**src/rtl/light_phase_monitor.sv**
```systemverilog
// light_phase_monitor: watches the traffic-light pass line, locks onto the
// go/stop cadence, and counts completed periods and run-length violations.
//
// Ports:
//   clk      in   1         clock, all state updates on posedge
//   rst      in   1         asynchronous, active-high reset
//   pass     in   1         light output under observation
//   locked   out  1         a full valid period seen since last sync
//   error    out  1         one-cycle pulse on a run-length violation
//   run_len  out  CNT_W     length of current run incl. this sample (0 in SEEK)
//   periods  out  PERIOD_W  completed valid periods since reset (wraps)
//   err_cnt  out  8         violations since reset (saturates at 255)
module light_phase_monitor #(
    parameter int PASS_CYCLES = 7,
    parameter int STOP_CYCLES = 7,
    parameter int CNT_W       = 4,
    parameter int PERIOD_W    = 16
) (
    input  logic                clk,
    input  logic                rst,
    input  logic                pass,
    output logic                locked,
    output logic                error,
    output logic [CNT_W-1:0]    run_len,
    output logic [PERIOD_W-1:0] periods,
    output logic [7:0]          err_cnt
);

    typedef enum logic [1:0] {
        SEEK = 2'd0,
        HIGH = 2'd1,
        LOW  = 2'd2
    } state_t;

    localparam logic [CNT_W-1:0]    PASS_LEN = CNT_W'(PASS_CYCLES);
    localparam logic [CNT_W-1:0]    STOP_LEN = CNT_W'(STOP_CYCLES);
    localparam logic [CNT_W-1:0]    ONE      = CNT_W'(1);
    localparam logic [PERIOD_W-1:0] P_ONE    = PERIOD_W'(1);

    state_t                r_state;
    logic                  r_pass_q;
    logic                  r_locked;
    logic                  r_error;
    logic [CNT_W-1:0]      r_run_len;
    logic [PERIOD_W-1:0]   r_periods;
    logic [7:0]            r_err_cnt;

    logic                  w_rise;
    logic [CNT_W-1:0]      w_next_len;
    logic                  w_viol;

    always_comb begin
        w_rise     = ~r_pass_q & pass;
        w_next_len = r_run_len + ONE;
        w_viol     = 1'b0;
        unique case (r_state)
            HIGH: begin
                if (pass) w_viol = (w_next_len > PASS_LEN);
                else      w_viol = (r_run_len != PASS_LEN);
            end
            LOW: begin
                if (!pass) w_viol = (w_next_len > STOP_LEN);
                else       w_viol = (r_run_len != STOP_LEN);
            end
            default: w_viol = 1'b0;
        endcase
    end

    always_ff @(posedge clk or posedge rst) begin
        if (rst) begin
            r_state   <= SEEK;
            // Starting high means a real 0->1 edge is needed before tracking.
            r_pass_q  <= 1'b1;
            r_locked  <= 1'b0;
            r_error   <= 1'b0;
            r_run_len <= '0;
            r_periods <= '0;
            r_err_cnt <= '0;
        end else begin
            r_pass_q <= pass;
            r_error  <= w_viol;
            if (w_viol) begin
                // The violating sample is spent in SEEK; a coincident rise is dropped.
                r_state   <= SEEK;
                r_locked  <= 1'b0;
                r_run_len <= '0;
                if (r_err_cnt != 8'hFF) r_err_cnt <= r_err_cnt + 8'd1;
            end else begin
                unique case (r_state)
                    SEEK: begin
                        if (w_rise) begin
                            r_state   <= HIGH;
                            r_run_len <= ONE;
                        end
                    end
                    HIGH: begin
                        if (pass) begin
                            r_run_len <= w_next_len;
                        end else begin
                            r_state   <= LOW;
                            r_run_len <= ONE;
                        end
                    end
                    LOW: begin
                        if (!pass) begin
                            r_run_len <= w_next_len;
                        end else begin
                            r_state   <= HIGH;
                            r_run_len <= ONE;
                            r_periods <= r_periods + P_ONE;
                            r_locked  <= 1'b1;
                        end
                    end
                    default: begin
                        r_state   <= SEEK;
                        r_run_len <= '0;
                    end
                endcase
            end
        end
    end

    assign locked  = r_locked;
    assign error   = r_error;
    assign run_len = r_run_len;
    assign periods = r_periods;
    assign err_cnt = r_err_cnt;

endmodule

```
**config.mk**
```make
export PLATFORM = sky130hd
export DESIGN_NAME = light_phase_monitor
export DESIGN_NICKNAME = d
export VERILOG_FILES = /design/src/rtl/light_phase_monitor.sv
export SDC_FILE = /design/constraint.sdc
export NUM_CORES = 1
export LEC_CHECK = 0
export ABC_AREA = 1
export CORE_UTILIZATION = 36
export CTS_CLUSTER_SIZE = 16
export DETAILED_ROUTE_END_ITERATION = 12
export GPL_TIMING_DRIVEN = 0
export HOLD_SLACK_MARGIN = 0.06
export PLACE_DENSITY = 0.55
export SETUP_SLACK_MARGIN = 0.3
export SYNTH_ARGS = -nofsm -noshare
export SYNTH_HDL_FRONTEND = slang
export SYNTH_SLANG_ARGS = --single-unit
```
**constraint.sdc**
```tcl
create_clock -name clk -period 3.3 [get_ports clk]
set_input_delay 0.66 -clock clk [delete_from_list [all_inputs] [get_ports clk]]
set_output_delay 0.66 -clock clk [all_outputs]
set_load 0.005 [all_outputs]
```
==> results.sh <==
export IMPL_clk_pin_slew_ns=0.07
export IMPL_num_io_pins=33
export IMPL_hold_violations=0
export IMPL_wire_per_inst_um=12.2
export IMPL_cts_root_buf="clkbuf_8"
export IMPL_grt_use_total_pct=17.2
export IMPL_die_area_sq_um=5820
export IMPL_worstPathArrival_ns=2.21
export IMPL_numCtsBuffers=5
export IMPL_finalSetupTns_ns=0
export IMPL_yosys_warnings=0
export IMPL_hp_class="reg -> reg"
export IMPL_worstSkewPairLatency_ns=0.29
export IMPL_ir_worst_vdd_v=0.000307
export IMPL_rsz0062_at_grt="false"
export IMPL_setup_viol=0
export IMPL_drive_gt1_share_pct=7.24
export IMPL_netlist_instances=264
export IMPL_cts_sinks=33
export IMPL_dr_pass1_iters=4
export IMPL_p_leak_uw=0.00118
export IMPL_avgSynthCellArea_sq_um=7.53
export IMPL_area_growth_pct=24.7
export IMPL_drc=0
export IMPL_globalplace_congestion=0.816
export IMPL_crit_type="in -> reg"
export IMPL_synth_flop_cell="dfrtp_1"
export IMPL_first_iter_violations=80
export IMPL_cp_max_fo=7
export IMPL_fin_crit_ns=2.04
export IMPL_status="finished, final reports clean"
export IMPL_grt_pass1_wl_um=7980
export IMPL_numPortBuffers=32
export IMPL_htreeDepth=2
export IMPL_dp_hpwl_um=3220
export IMPL_netlist_area_sq_um=1990
export IMPL_required_ns=3.47
export IMPL_postSynthNetCount=274
export IMPL_final_common_cell="nand2_1"
export IMPL_synth_top_area_cell="dfrtp_1"
export IMPL_worst_slew_pin_slew_ns=0.700
export IMPL_cp_end_kind="flip-flop"
export IMPL_via_per_inst=4.84
export IMPL_ant_nets=0
export IMPL_dieHeight_um=76.3
export IMPL_n_antenna_cell=0
export IMPL_finalClockSkew_ns=0.00704
export IMPL_antenna_found_initial=0
export IMPL_yosysUniqueCellTypes=24
export IMPL_nets=313
export IMPL_grt_remaining_overflow=0
export IMPL_grt_max_degree=34
export IMPL_clockBufferDepth=2
export IMPL_synth_seq_cells=33
export IMPL_synth_edf_count=0
export IMPL_synth_top_cell_area_share_pct=40.3
export IMPL_cts_tree="built"
export IMPL_synth_area_leaders="dfrtp_1 40%, nand2_1 18%, nand3_1 9.3%"
export IMPL_grt_pass1_vias=1672
export IMPL_slew_viol_final=0
export IMPL_clock_fmax_mhz=490
export IMPL_num_rows=26
export IMPL_initial_utilization_pct=38.2
export IMPL_powerDensity_nw_per_um2=581
export IMPL_final_cell_mix="94 x nand2_1, 37 x nand3_1, 32 x dfrtp_1, 32 x clkdlybuf4s50_1, 25 x nor2_1"
export IMPL_synth_seq_area_share_pct=41.6
export IMPL_start_kind="input pin"
export IMPL_slew_headroom_pct=53.3
export IMPL_postLayoutCoreUtil_pct=47.6
export IMPL_post_route_period_util_pct=61.9
export IMPL_drt_total_wl_um=4580
export IMPL_ctsResizeCount=0
export IMPL_vias=1812
export IMPL_dieWidth_um=76.3
export IMPL_fin_hold_ws_ns=0.523
export IMPL_synth_async_reset_ratio_pct=100
export IMPL_cts_setup_buffers=0
export IMPL_coreArea_sq_um=5200
export IMPL_fillers=540
export IMPL_drv_cap=0
export IMPL_hold_buffers=0
## state kept, by name, indices dropped and copies added (netlist names)
register	count
err_cnt	8
error	1
locked	1
periods	16
r_pass_q	1
r_state	2
run_len	4
## Yosys cell counts, drive strengths merged, types with 2 or more instances
master / instances
buf: 4
ha: 7
nand3: 39
nand2: 98
o211ai: 2
dfrtp: 32
nor2: 25
nand4: 9
inv: 20
xnor2: 9
a21oi: 2
xor2: 6
o21ai: 7
## critical path, stage by stage
cell	delay [ns]
clkdlybuf4s50_1	0.54
inv_2	0.06
o21ai_1	0.42
inv_1	0.24
o211ai_1	0.21
nand2_1	0.08
## worst paths after layout
kind	startpoint	end	slack [ns]	cells past startpoint
min in group asynchronous	rst	error$_DFF_PP0_	0.80	2
setup reg to reg	r_state[0]$_DFFE_PP0P_	periods[14]$_DFFE_PP0P_	1.48	7
hold reg to reg	locked$_DFFE_PP0P_	locked$_DFFE_PP0P_	0.52	2
hold / removal	locked$_DFFE_PP0P_	locked$_DFFE_PP0P_	0.52	2
max in group asynchronous	rst	periods[12]$_DFFE_PP0P_	2.04	2
setup / recovery	pass	r_state[1]$_DFFE_PP0P_	1.26	6
## stage by stage
| step | power (uW) | std cells | worst slack [ns] | cell area, sq um |
|---|---|---|---|---|
| after floorplan | 923 | 264 | 1.72 | 1990 |
| after global placement | 1140 | 366 | 0.986 | 2400 |
| after detailed placement | 1150 | 366 | 1.00 | 2400 |
| final | 1440 | 374 | 1.26 | 2480 |
| after global routing | 1540 | 374 | 1.16 | 2480 |
| after CTS | 1450 | 374 | 1.30 | 2480 |
## cell families after synthesis
logic type      count (synthesis)  share of synthesized area [%]
compound gates                 11                           3.02
simple gates                  172                           37.9
xor+xnor                       15                           6.61
flops                          33                           41.6
fa+ha+maj                       7                           4.41
buf+inv                        26                           6.42
## cell type report
cell class | instances | area (sq um) | area share (%)
sequential | 33 | 827 | 33.4
multi-input combinational | 205 | 1030 | 41.7
buffer | 5 | 48.8 | 1.97
clock buffer | 6 | 72.6 | 2.93
tap | 70 | 87.6 | 3.53
timing repair buffer | 32 | 320 | 12.9
inverter | 21 | 78.8 | 3.18
clock inverter | 2 | 10.0 | 0.404
## routing by layer
metal	wire length, um	share of wire, %	track usage (%)	vias to the layer above
li1	-	-	-	927
met1	2260	49	23.1	846
met2	2120	46	27.2	35
met3	152	3.3	3.71	4
met4	46	1.0	6.15	0
met5	0	0	0	-
## report_power, final
part | total, uW | switching (uW) | internal [uW]
Sequential | 560 | 84.1 | 475
Clock | 305 | 159 | 146
Combinational | 576 | 318 | 258
Power figures use the tool's default switching activity.
